<file path="src/rtl/uart_tx_arbiter.sv">
// Round-robin arbiter that shares one UART transmitter between NUM_REQ requesters.
// It accepts one word per grant, pulses tx_start, follows tx_busy to frame end, then holds an optional gap.
module uart_tx_arbiter #(
  parameter int NUM_REQ      = 4,
  parameter int DATA_W       = 8,
  parameter int BUSY_TIMEOUT = 16,
  parameter int GAP_CYCLES   = 0
) (
  input  logic                        clk,
  input  logic                        rst,
  input  logic                        en,
  input  logic [NUM_REQ-1:0]          req_valid,
  input  logic [NUM_REQ*DATA_W-1:0]   req_data,
  output logic [NUM_REQ-1:0]          req_ready,
  output logic                        tx_start,
  output logic [DATA_W-1:0]           tx_data,
  input  logic                        tx_busy,
  output logic [$clog2(NUM_REQ)-1:0]  grant_id,
  output logic                        active,
  output logic                        done,
  output logic                        timeout_err
);

  localparam int IW = $clog2(NUM_REQ);
  localparam int BW = $clog2(BUSY_TIMEOUT);
  localparam int GW = (GAP_CYCLES > 1) ? $clog2(GAP_CYCLES) : 1;
  localparam logic [BW-1:0] BUSY_LAST = BW'(BUSY_TIMEOUT - 1);
  localparam logic [GW-1:0] GAP_LAST  = (GAP_CYCLES > 0) ? GW'(GAP_CYCLES - 1) : '0;

  localparam logic [2:0] S_IDLE      = 3'd0;
  localparam logic [2:0] S_START     = 3'd1;
  localparam logic [2:0] S_WAIT_BUSY = 3'd2;
  localparam logic [2:0] S_WAIT_DONE = 3'd3;
  localparam logic [2:0] S_GAP       = 3'd4;

  // Handshake: a word moves on a cycle where req_valid[i] & req_ready[i] are both high.
  // req_ready is at most one-hot and only in IDLE; requesters hold valid/data until accepted.

  logic [2:0]        state_q, state_d;
  logic [IW-1:0]     rr_ptr_q, rr_ptr_d;
  logic [DATA_W-1:0] tx_data_q, tx_data_d;
  logic [IW-1:0]     grant_id_q, grant_id_d;
  logic [BW-1:0]     busy_cnt_q, busy_cnt_d;
  logic [GW-1:0]     gap_cnt_q, gap_cnt_d;

  logic              win_found;
  logic [IW-1:0]     win_idx;
  logic [IW-1:0]     cand_idx;
  logic [IW-1:0]     rr_next;
  logic [DATA_W-1:0] win_word;

  logic [NUM_REQ-1:0] req_ready_c;
  logic               tx_start_c;
  logic               done_c;
  logic               timeout_c;

  // Search starts at rr_ptr and wraps, so the last winner has lowest priority next time.
  always_comb begin
    win_found = 1'b0;
    win_idx   = '0;
    cand_idx  = '0;
    for (int k = 0; k < NUM_REQ; k++) begin
      cand_idx = IW'((int'(rr_ptr_q) + k) % NUM_REQ);
      if (!win_found && req_valid[cand_idx]) begin
        win_found = 1'b1;
        win_idx   = cand_idx;
      end
    end
  end

  assign rr_next  = IW'((int'(win_idx) + 1) % NUM_REQ);
  assign win_word = req_data[int'(win_idx)*DATA_W +: DATA_W];

  always_comb begin
    state_d     = state_q;
    rr_ptr_d    = rr_ptr_q;
    tx_data_d   = tx_data_q;
    grant_id_d  = grant_id_q;
    busy_cnt_d  = busy_cnt_q;
    gap_cnt_d   = gap_cnt_q;
    req_ready_c = '0;
    tx_start_c  = 1'b0;
    done_c      = 1'b0;
    timeout_c   = 1'b0;

    case (state_q)
      S_IDLE: begin
        if (en && win_found && !tx_busy) begin
          req_ready_c[win_idx] = 1'b1;
          tx_data_d            = win_word;
          grant_id_d           = win_idx;
          rr_ptr_d             = rr_next;
          state_d              = S_START;
        end
      end
      S_START: begin
        tx_start_c = 1'b1;
        busy_cnt_d = '0;
        state_d    = S_WAIT_BUSY;
      end
      S_WAIT_BUSY: begin
        if (tx_busy) begin
          state_d = S_WAIT_DONE;
        end else if (busy_cnt_q == BUSY_LAST) begin
          timeout_c = 1'b1;
          state_d   = S_IDLE;
        end else begin
          busy_cnt_d = busy_cnt_q + 1'b1;
        end
      end
      S_WAIT_DONE: begin
        if (!tx_busy) begin
          done_c = 1'b1;
          if (GAP_CYCLES == 0) begin
            state_d = S_IDLE;
          end else begin
            gap_cnt_d = '0;
            state_d   = S_GAP;
          end
        end
      end
      S_GAP: begin
        if (gap_cnt_q == GAP_LAST) begin
          state_d = S_IDLE;
        end else begin
          gap_cnt_d = gap_cnt_q + 1'b1;
        end
      end
      default: state_d = S_IDLE;
    endcase
  end

  always_ff @(posedge clk) begin
    if (rst) begin
      state_q    <= S_IDLE;
      rr_ptr_q   <= '0;
      tx_data_q  <= '0;
      grant_id_q <= '0;
      busy_cnt_q <= '0;
      gap_cnt_q  <= '0;
    end else begin
      state_q    <= state_d;
      rr_ptr_q   <= rr_ptr_d;
      tx_data_q  <= tx_data_d;
      grant_id_q <= grant_id_d;
      busy_cnt_q <= busy_cnt_d;
      gap_cnt_q  <= gap_cnt_d;
    end
  end

  // Pulses are masked while rst is high so nothing escapes on a reset cycle.
  assign req_ready   = rst ? '0 : req_ready_c;
  assign tx_start    = tx_start_c & ~rst;
  assign done        = done_c & ~rst;
  assign timeout_err = timeout_c & ~rst;
  assign tx_data     = tx_data_q;
  assign grant_id    = grant_id_q;
  assign active      = (state_q != S_IDLE);

endmodule

</file>
<file path="config.mk">
export PLATFORM = sky130hd
export DESIGN_NAME = uart_tx_arbiter
export DESIGN_NICKNAME = d
export VERILOG_FILES = /design/src/rtl/uart_tx_arbiter.sv
export SDC_FILE = /design/constraint.sdc
export NUM_CORES = 1
export LEC_CHECK = 0
export BUFFER_PORTS_ARGS = -buffer_cell sky130_fd_sc_hd__buf_2
export CORE_MARGIN = 10
export CORE_UTILIZATION = 47
export CTS_CLUSTER_SIZE = 24
export DETAILED_ROUTE_END_ITERATION = 16
export PLACE_DENSITY = 0.81
export SLEW_MARGIN = 30
export SYNTH_ARGS = -nofsm -noshare
export SYNTH_HDL_FRONTEND = slang
export SYNTH_SLANG_ARGS = --single-unit
</file>
<file path="constraint.sdc">
create_clock -name clk -period 5.22 [get_ports clk]
set_clock_uncertainty 0.1 [all_clocks]
set_input_delay 1.044 -clock clk [delete_from_list [all_inputs] [get_ports clk]]
set_output_delay 1.044 -clock clk [all_outputs]
set_load 0.005 [all_outputs]
</file>
Word-level counts from Yosys, hierarchy flattened
Cells that the tools add are included.
Word-level totals
  flip-flop bits (word level): 20
  logic and storage cells: 87
  bits of input ports: 40
Cells by class
  mux-type cells: 37
  shifts and indexed selects: 1
  reduce and logical (&&, ||, !) cells: 16
  eq/ne operators: 11
  bitwise logic cells: 4
  order comparisons: 6
  add/subtract/negate cells: 6
Operators with widths (number)
  32-bit by 6-bit variable part select with 8-bit output: 1
  4-bit 2-to-1 mux: 5
  1-bit 2-to-1 mux: 16
  2-bit by 3-bit < comparator with 1-bit output (second input constant): 5
  3-bit 2-to-1 mux: 5
  3-bit one-hot mux with 5 select lines: 1
  2-bit != test (second input constant): 5
  1-bit binary-select mux with 2-bit select: 4
  2-bit 2-to-1 mux: 4
  4-bit one-hot mux with 2 select lines: 1
  3-bit by 2-bit == test with 1-bit output (second input constant): 2
  1-bit logical AND: 6
  2-bit by 1-bit adder with 2-bit output (second input constant): 2
  2-bit adder (second input constant): 2
  4-bit by 1-bit adder with 4-bit output (second input constant): 1
  4-bit == test (second input constant): 1
  1-bit zero test: 4
  4-bit AND reduction: 1
  1-bit AND: 3
  3-bit by 1-bit == test with 1-bit output (second input constant): 1
  3-bit == test (second input constant): 1
  3-bit zero test: 1
  3-bit != test (second input constant): 1
  3-bit AND reduction: 1
  other kinds (7): 7

Depth between registers and ports, before layout
Gate-level depths: netlist of the first run.
  word-level depth: 19
  gate-level depth with buffers: 7

Least setup slack after synthesis of the first run
OpenSTA, ideal clock, no wires.
  path type: in2out
  start: in req_valid[0]
  end: out req_ready[0]
  stages: 6
  required time: 4.076 ns
  data arrival time: 2.030 ns
  slack: 2.046 ns
  path through: or4_1 nand4_2 nor2_1 nand2b_1 buf_4 nor2_1
On the way
  word-level cells in the longest chain between the ends: 19
Ends and longest elaborated chain
  start: declaration: RTL line 12  | input logic [NUM_REQ-1:0] req_valid,
  1-bit binary-select mux with 2-bit select: RTL line 64  | if (!win_found && req_valid[cand_idx]) begin
  1-bit 2-to-1 mux (not written as such): RTL line 64
  1-bit 2-to-1 mux: RTL line 64
  1-bit zero test: RTL line 64
  1-bit logical AND: RTL line 64
  1-bit 2-to-1 mux: RTL line 64
  1-bit zero test: RTL line 64
  1-bit logical AND: RTL line 64
  [... 3 more ...]
  2-bit 2-to-1 mux: RTL line 64
  2-bit by 3-bit < comparator with 1-bit output (not written as such) or 2-bit by 1-bit >= comparator with 1-bit output (tied branches): RTL line 89  | req_ready_c[win_idx] = 1'b1;
  1-bit logical AND (not written as such): RTL line 89
  1-bit 2-to-1 mux (not written as such): RTL line 89
  1-bit demux with 2-bit select: RTL line 89
  4-bit 2-to-1 mux *: RTL line 88  | if (en && win_found && !tx_busy) begin
  4-bit 2-to-1 mux *: RTL line 86  | case (state_q)
  4-bit 2-to-1 mux *: RTL line 152  | assign req_ready = rst ? '0 : req_ready_c;
  end: declaration: RTL line 14  | output logic [NUM_REQ-1:0] req_ready,
Every way passes the cells marked *; elsewhere a longest branch is shown, timed or not. The select of a mux whose other input is x is not followed.

Worst setup path after layout of the first run
Same ends and word-level chain as after synthesis.

==> results.yml, run 1 <==
setup_path:
  arrival_ns: 2.62
  worstPathRequired_ns: 4.08
  worstSetupStartpointType: "input port"
  end_kind: "output port"
  cp_max_fo: 14
  crit_type: "in2out"
clock_tree:
  ctsHoldBuffers: 0
  cts.clk_slew.worst_paths_ns: 0.10
  clock-sinks: 18
  numCtsBuffers: 3
  root_buffer: "clkbuf_4"
  cts_tree: "built"
  post_cts_resized: 0
  cts_setup_buffers: 0
  clk-insertion-delay-late_ns: 0.29
  cts_max_path_buffers: 2
  cts.htree.levels: 1
floorplan:
  num_rows: 17
  die_x_um: 68.1
  coreArea_sq_mm: 0.00221
  start_util_pct: 49.1
  dieArea_sq_mm: 0.00463
  fp.dieH_um: 68.1
  io-pin-count: 58
layout:
  final_core_util_pct: 62.7
  fin_area_sq_mm: 0.00139
  diodes: 0
  drive_gt1_share_pct: 37.3
  final_cells: 205
  final_nets: 220
  syn2layout_area_growth_pct: 27.6
route:
  first_pass_iters: 4
  post_drt_wl_per_cell_um: 15.3
  drt_wl_total_um: 3140
  vias: 1141
  viasPerCell: 5.57
  route.detailed.drc: 0
  drt_iter0_drc: 48
  detail-route-antenna-nets: 0
power_and_ir_drop:
  power_leakage_nw: 0.642
  p_comb_share_pct: 26.3
  power.switching_mw: 0.0881
  clkPwrFrac_pct: 23.1
  intPower_mw: 0.211
  pwr-share-seq_pct: 50.6
  ir_worst_vdd_uv: 140
  powerDensity_mw_per_mm2: 216
  swShare_pct: 29.4
  total_power_mw: 0.300
synth:
  syn_avg_cell_area_sq_um: 8.83
  synth.distinct_cells: 33
  ys_warn_count: 0
  ys_seq_area_share_pct: 33.2
  syn-num-nets: 164
  ys_ff_latch: 18
  synthCells: 123
  syn_area_sq_mm: 0.00109
status:
  status: "complete, no violations"
global_routing:
  antenna_found_initial: 0
  grt_pass1_wl_um: 4910
  grt_overflow_total: 0
  track_usage_pct: 13.2
  grt_pass1_vias: 1188
  grt_max_degree: 23
placement:
  io_buffer_count: 57
  dpl.hpwl_um: 2510
  placed_area_sq_mm: 0.00136
  place_ws_ns: 1.46
  routabilityCongestion: 0.713
  dp_cells: 202
sta:
  relSlewSlack_pct: 69.9
  worst_pin_slew_ns: 0.451
  tns_ns: 0
  period_needed_ns: 3.76
  slew_violations: 0
  rsz0062_at_grt: "false"
  hold_ws_ns: 0.358
  clock.fmax_mhz: 266
  worst_slack_ns: 1.46
  period_share_pct: 72.1
  final-hold-violation-count: 0
  finalSetupViolCount: 0
flow_run:
  cap_violations: 0
worst_hold_path:
  min_path_type: "reg2reg"
==> cell usage in the layout, fill, tap and decap left out, drive strengths merged <==
cell | netlist | layout
nand3b | 8 | 8
ha | 1 | 1
and2 | 1 | 1
a221oi | 1 | 1
o21ai | 1 | 1
or4 | 1 | 1
a311oi | 2 | 2
nand2 | 11 | 11
nand3 | 3 | 3
nor2 | 9 | 9
nor3b | 1 | 1
mux2 | 1 | 1
clkbuf | 1 | 3
xnor2 | 1 | 1
inv | 8 | 8
nor3 | 2 | 2
nand2b | 5 | 5
a21o | 1 | 1
nor4bb | 1 | 1
o2bb2a | 1 | 1
a21oi | 11 | 11
dfxtp | 18 | 18
mux2i | 17 | 17
o221ai | 8 | 8
o21bai | 1 | 1
nand4 | 2 | 2
buf | 6 | 58
==> logic make-up (layout without fill, tap and decap cells) <==
group / Yosys count / in the layout / share of synthesized area [%]
AO/OA/AOI/OAI: 26 / 26 / 17.3
XOR/XNOR: 1 / 1 / 0.807
adder cells (fa/ha/maj): 1 / 1 / 1.15
buffers and inverters: 15 / 69 / 7.37
flip-flops: 18 / 18 / 33.2
multiplexers: 18 / 18 / 16.7
AND/OR/NAND/NOR: 44 / 44 / 23.5
==> final timing paths <==
path | slack [ns] | from | cells past startpoint | endpoint
worst min register to register | 0.36 | grant_id[0]$_SDFFE_PP0P_ | 2 | grant_id[0]$_SDFFE_PP0P_
worst max-delay path | 1.46 | req_valid[0] | 7 | req_ready[0]
worst min-delay path | 0.36 | grant_id[0]$_SDFFE_PP0P_ | 2 | grant_id[0]$_SDFFE_PP0P_
worst max register to register | 3.20 | rr_ptr_q[1]$_SDFFE_PP0P_ | 5 | tx_data[0]$_SDFFE_PP0P_
==> worst max-delay path, cell delays in order <==
cell and delay [ns]:
buf_2 0.13, or4_1 0.54, nand4_2 0.27, nor2_1 0.11
nand2b_1 0.31, nor2_1 0.08, buf_2 0.14
==> per-layer routing <==
layer	wire, um	up-vias	global-route usage, %
met5	0	-	0
met4	45	0	3.77
met3	335	6	5.87
met2	1420	53	22.9
met1	1340	524	14.1
li1	-	558	-
==> Yosys cell counts <==
cell,number,area (sq um)
dfxtp_1,18,360
mux2i_1,17,170
a21oi_1,11,55.1
nand2_1,10,37.5
nor2_1,9,33.8
inv_1,8,30.0
nand3b_1,8,60.1
o221ai_1,8,70.1
nand2b_1,5,31.3
nand3_1,3,15.0
buf_4,2,15.0
buf_6,2,22.5
nor3_1,2,10.0
a21o_1,1,7.51
a221oi_1,1,8.76
a311oi_1,1,8.76
a311oi_2,1,15.0
and2_1,1,6.26
buf_1,1,3.75
buf_2,1,5.00
clkbuf_1,1,3.75
ha_1,1,12.5
mux2_2,1,11.3
nand2_2,1,6.26
nand4_1,1,6.26
nand4_2,1,12.5
nor3b_4,1,18.8
nor4bb_1,1,10.0
o21ai_1,1,5.00
o21bai_1,1,7.51
o2bb2a_1,1,10.0
or4_1,1,7.51
xnor2_1,1,8.76
==> registers in the layout (all words and copies together) (netlist names) <==
name and count:
tx_data 8, rr_ptr_q 2, busy_cnt_q 4, grant_id 2
state_q 2
==> power groups by stage <==
| stage | clock, mW | combinational [mW] | sequential [mW] |
|---|---|---|---|
| floorplan | 0 | 0.0509 | 0.154 |
| global placement | 0 | 0.0756 | 0.154 |
| detailed placement | 0 | 0.0789 | 0.155 |
| CTS | 0.0699 | 0.0793 | 0.152 |
| global route | 0.0743 | 0.0875 | 0.153 |
| finish | 0.0691 | 0.0788 | 0.152 |
==> layout make-up <==
cell class,instances,area [sq um]
clock buffer,3,22.5
fill,205,826
inverter,8,30.0
multi-input combinational,90,646
sequential,18,360
tap,28,35.0
timing repair buffer,58,293
Note: power is estimated with default switching activity, not from simulation.
==> inputs of run 2 (changes only) <==
Settings changed: ABC_AREA set to 1, CORE_UTILIZATION 47 to 50, PLACE_DENSITY 0.81 to 0.79.
Clock period 5.22 ns to 3.6 ns, I/O delays scaled along.
==> run 2 against run 1 <==
Net effect: cell count grew 74%; global-route usage grew 0.80 points; via count grew 52%; sequential power grew 63%; synthesized cell count grew 110%; clock power grew 81%; critical path type is now reg2out; largest cell class unchanged.
==> results.yml, run 2 <==
route:
  drt_wl_total_um: 4200
  post_drt_wl_per_cell_um: 11.8
  route.detailed.drc: 0
  detail-route-antenna-nets: 0
  vias: 1739
  first_pass_iters: 4
  drt_iter0_drc: 144
  viasPerCell: 4.87
clock_tree:
  ctsHoldBuffers: 0
  clock-sinks: 18
  clk-insertion-delay-late_ns: 0.29
  post_cts_resized: 0
  cts_setup_buffers: 0
  cts_max_path_buffers: 2
  cts_tree: "built"
  root_buffer: "clkbuf_4"
  cts.htree.levels: 1
  numCtsBuffers: 3
  cts.clk_slew.worst_paths_ns: 0.10
power_and_ir_drop:
  ir_worst_vdd_uv: 268
  pwr-share-seq_pct: 29.1
  intPower_mw: 0.451
  total_power_mw: 0.851
  clkPwrFrac_pct: 14.7
  power.switching_mw: 0.400
  power_leakage_nw: 1.12
  powerDensity_mw_per_mm2: 449
  p_comb_share_pct: 56.2
  swShare_pct: 47.0
synth:
  synthTopCellsByCount: "nand2_1, inv_1, nand3_1, dfxtp_1, nand4_1"
  synth-xor-area-share_pct: 0
  syn_avg_cell_area_sq_um: 6.11
  synthFlopType: "dfxtp_1"
  synthCells: 261
  synth.distinct_cells: 33
  ys_warn_count: 0
  synth_most_common_cell: "nand2_1"
  synth_compound_area_share_pct: 8.63
  synth_simple_gate_area_share_pct: 48.1
  synth_fa_ha_area_share_pct: 0.785
  syn-num-nets: 302
  netlist_top_cells_area: "dfxtp_1, nand2_1, inv_1"
  netlist.area_leader.share_pct: 22.6
  synth_top_area_cell: "dfxtp_1"
  synthMuxAreaShare_pct: 0
  synth_async_sr_flop_share_pct: 0
  ys_seq_area_share_pct: 22.6
  synth_edf_count: 0
  synth_top_family_by_area: "simple AND/OR/NAND/NOR gates"
  ys_ff_latch: 18
  syn_area_sq_mm: 0.00159
layout:
  drive_gt1_share_pct: 28.1
  final_cells: 357
  syn2layout_area_growth_pct: 18.8
  largest_reg_flops: 8
  fill_cells: 323
  layout_common_cells: "nand2_1, inv_1, buf_2, nand3_1, dfxtp_1"
  final_common_cell: "nand2_1"
  diodes: 0
  final_nets: 355
floorplan:
  num_rows: 20
  coreArea_sq_mm: 0.00305
  dieArea_sq_mm: 0.00585
  start_util_pct: 52.2
  io-pin-count: 58
  die_x_um: 76.5
  fp.dieH_um: 76.5
setup_path:
  crit_start: "rr_ptr_q[0]$_SDFFE_PP0P_"
  arrival_ns: 2.57
  end_kind: "output port"
  cp_max_fo: 19
  reg2reg_depth: 15
  worstSetupStartpointType: "flop"
  r2r_end: "tx_data[7]$_SDFFE_PP0P_"
  r2r-start: "rr_ptr_q[0]$_SDFFE_PP0P_"
  crit_type: "reg2out"
  reg2reg_slack_ns: 1.16
  worstPathRequired_ns: 2.78
sta:
  worst_pin_slew_ns: 0.449
  finalSetupViolCount: 0
  hold_ws_ns: 0.378
  period_needed_ns: 3.39
  final-hold-violation-count: 0
  relSlewSlack_pct: 70.0
  worst_slack_ns: 0.214
  tns_ns: 0
  period_share_pct: 94.1
  rsz0062_at_grt: "false"
  clock.fmax_mhz: 295
  slew_violations: 0
global_routing:
  antenna_found_initial: 0
  grt_max_degree: 20
  grt_pass1_vias: 1681
  grt_pass1_wl_um: 7200
  track_usage_pct: 14.0
  grt_overflow_total: 0
flow_run:
  cap_violations: 0
worst_hold_path:
  hp-start: "grant_id[1]$_SDFFE_PP0P_"
  hold_end: "grant_id[1]$_SDFFE_PP0P_"
  min_path_cells: 2
  min_path_type: "reg2reg"
status:
  status: "complete, no violations"
placement:
  place_ws_ns: 0.387
  routabilityCongestion: 0.870
  dpl.hpwl_um: 3330
  dp_cells: 353
  io_buffer_count: 57
[run 2: changes by cell type after synthesis, moves of 5 or more]
cell,before,now
nand2_1,10,61
inv_1,8,57
nand3_1,3,34
mux2i_1,17,0
nand4_1,1,17
nand2_2,1,15
nand3b_1,8,0
o21a_1,0,8
o221ai_1,8,0
a21oi_1,11,6
nand2b_1,5,0
[run 2: per-layer routing]
layer | track usage (%) | routed length (um)
met2 | 25.2 | 2050
met3 | 3.42 | 256
met5 | 0 | 0
met1 | 15.6 | 1850
met4 | 4.46 | 47
[run 2: how the worst max path moves through the flow]
stage	endpoint	slack [ns]
finish	req_ready[1]	0.21
global route	req_ready[1]	0.03
CTS	req_ready[1]	0.23
detailed placement	req_ready[1]	0.39
global placement	req_ready[1]	0.44
floorplan	req_ready[0]	1.0
[run 2: cell families after synthesis]
group,after synthesis
AOI/OAI and AO/OA,21
adders and majority gates,1
buffers and inverters,71
DFF,18
and+or+nand+nor,150
[run 2: critical path, stage by stage, from the launching register on]
cell	delay [ns]
dfxtp_1	0.61
inv_6	0.10
nand2_1	0.10
nand3_1	0.10
nand2_1	0.11
nand2_1	0.09
nand3_2	0.27
nand3_4	0.28
nor2_1	0.26
nand2_1	0.10
nor2_1	0.11
buf_2	0.13
[run 2: per-stage QoR]
step	utilization, %	cell area (sq um)
2_1_floorplan	-	1590
3_3_place_gp	60.9	1860
3_5_place_dp	60.9	1860
4_1_cts	62.0	1890
5_1_grt	62.0	1890
6_report	62.0	1890
[run 2: area by class of cell]
cell class / instances / area [sq um] / share of cell area [%]
clock buffer: 4 / 36.3 / 1.92
inverter: 62 / 240 / 12.7
multi-input combinational: 172 / 917 / 48.4
sequential: 18 / 360 / 19.0
tap: 44 / 55.1 / 2.91
timing repair buffer: 57 / 285 / 15.1
[run 2: power by group through the flow]
stage               Combinational [mW]  Sequential, mW  Clock [mW]
CTS                              0.478           0.248       0.126
floorplan                        0.406           0.246           0
global route                     0.552           0.251       0.133
finish                           0.479           0.248       0.125
detailed placement               0.476           0.252           0
global placement                 0.468           0.251           0
==> inputs of run 3 (changes only) <==
Settings changed: CORE_MARGIN 10 to unset, MAX_ROUTING_LAYER set to met4.
==> run 3 against run 2 <==
Net effect: cell count increased by 0.56%; core utilization increased by 1.0 points; die area decreased by 42%; sequential power about the same; sequential share of layout area decreased by 0.15 points; non-clock buffer count increased by 2; combinational power increased by 2%; maximum frequency increased by 2.2%; first-iteration DRC count unchanged; flip-flop and latch count unchanged; clock-buffer cell count unchanged; register-to-register slack improved by 0.09 ns; highest routed layer unchanged.
==> results.yml, run 3 (synthesis results as in run 2) <==
status:
  status: "complete, no violations"
setup_path:
  worst-path-buf-inv: 2
  worstPathRequired_ns: 2.78
  r2r-start: "rr_ptr_q[0]$_SDFFE_PP0P_"
  slowest_stage: "dfxtp_1"
  crit_type: "reg2out"
  arrival_ns: 2.49
  end_kind: "output port"
  worstSetupStartpointType: "flop"
  cp_top_family: "simple AND/OR/NAND/NOR gates"
  path_common_cell: "nand2_1"
  slowest_delay_ns: 0.60
  cp_max_fo: 19
  worstPathCellList: "inv_6 -> nand2_1 -> nand2_2 -> nand2_1 -> nand2_1 -> nand2_1 -> nand2_1 -> nand2_4 -> nand3_4 -> nor2_1 -> nand2_1 -> nor2_1 -> buf_2"
  crit_start: "rr_ptr_q[0]$_SDFFE_PP0P_"
sta:
  worst_slack_ns: 0.288
  hold_ws_ns: 0.373
  clock.fmax_mhz: 302
  period_share_pct: 92.0
  final-hold-violation-count: 0
  rsz0062_at_grt: "false"
  slew_violations: 0
  finalSetupViolCount: 0
  relSlewSlack_pct: 71.1
  period_needed_ns: 3.31
  tns_ns: 0
  worst_pin_slew_ns: 0.433
clock_tree:
  clock-sinks: 18
  cts_setup_buffers: 0
  post_cts_resized: 0
  ctsHoldBuffers: 0
  cts_max_path_buffers: 2
  cts.clk_slew.worst_paths_ns: 0.10
  numCtsBuffers: 3
  cts.htree.levels: 1
  cts_tree: "built"
  root_buffer: "clkbuf_4"
  clk-insertion-delay-late_ns: 0.31
flow_run:
  cap_violations: 0
route:
  vias: 1729
  wl_met2_um: 1700
  first_pass_iters: 5
  post_drt_wl_per_cell_um: 10.2
  drt_wl_total_um: 3660
  viasPerCell: 4.82
  detail-route-antenna-nets: 0
  drt_iter0_drc: 144
  route.detailed.drc: 0
  top_layer_used: "met4"
  wl_met3_um: 104
  wl_met1_um: 1790
floorplan:
  io-pin-count: 58
  start_util_pct: 52.6
  die_x_um: 58.5
  num_rows: 20
  coreArea_sq_mm: 0.00303
  fp.dieH_um: 58.5
  dieArea_sq_mm: 0.00342
placement:
  routabilityCongestion: 0.881
  dpl.hpwl_um: 2810
  placed_area_sq_mm: 0.00187
  io_buffer_count: 57
  dp_cells: 355
  place_ws_ns: 0.411
global_routing:
  grt_max_degree: 20
  grt_overflow_total: 0
  grt_pass1_vias: 1440
  track_usage_pct: 23.4
  grt_pass1_wl_um: 6080
  antenna_found_initial: 0
power_and_ir_drop:
  total_power_mw: 0.859
  ir_worst_vdd_uv: 273
  powerDensity_mw_per_mm2: 450
  power_leakage_nw: 1.13
worst_hold_path:
  hp-start: "grant_id[1]$_SDFFE_PP0P_"
  min_path_type: "reg2reg"
layout:
  syn2layout_area_growth_pct: 19.8
  diodes: 0
  final_common_cell: "nand2_1"
  fin_area_sq_mm: 0.00191
  largest_reg_flops: 8
  layout_common_cells: "nand2_1, inv_1, buf_2, nand3_1, dfxtp_1"
  final_nets: 357
  drive_gt1_share_pct: 28.6
  final_core_util_pct: 63.1
  final_cells: 359
[run 3: cell types whose count changed in the layout (fill, tap and decap cells not counted)]
cell   delta
buf_4     +2
[run 3: worst reg2reg max path, cell delays in order, from the launching register on]
cell      delay, ns
dfxtp_1        0.60
inv_6          0.10
nand2_1        0.08
nand2_1        0.09
nand2_1        0.10
nand2_2        0.06
nor2_4         0.12
nand2_1        0.07
nand2_1        0.05
inv_1          0.04
nand2_2        0.21
clkinv_1       0.15
buf_4          0.18
nand3_1        0.08
nand3_1        0.10
nand2_1        0.09
inv_1          0.03
[run 3: where the power goes]
part | total [mW] | leakage, nW | internal [mW] | switching, mW
combinational | 0.487 | 0.965 | 0.172 | 0.315
sequential | 0.247 | 0.147 | 0.225 | 0.0218
clock | 0.126 | 0.0210 | 0.0618 | 0.0638
[run 3: final cells by class]
cell class / instances / area, sq um
multi-input combinational: 172 / 917
clock buffer: 4 / 36.3
sequential: 18 / 360
tap: 44 / 55.1
fill: 321 / 1120
inverter: 62 / 240
timing repair buffer: 59 / 300
[run 3: final timing paths]
path | to | slack (ns) | depth (start not counted)
min | grant_id[1]$_SDFFE_PP0P_ | 0.37 | 2
max reg2reg | tx_data[3]$_SDFFE_PP0P_ | 1.25 | 16
max | req_ready[1] | 0.29 | 13
min reg2reg | grant_id[1]$_SDFFE_PP0P_ | 0.37 | 2
[run 3: routing by layer]
layer / GRT usage, % / vias up
met5: - / -
met4: 8.50 / 0
met3: 1.98 / 5
met2: 36.3 / 32
met1: 32.0 / 756
li1: - / 936
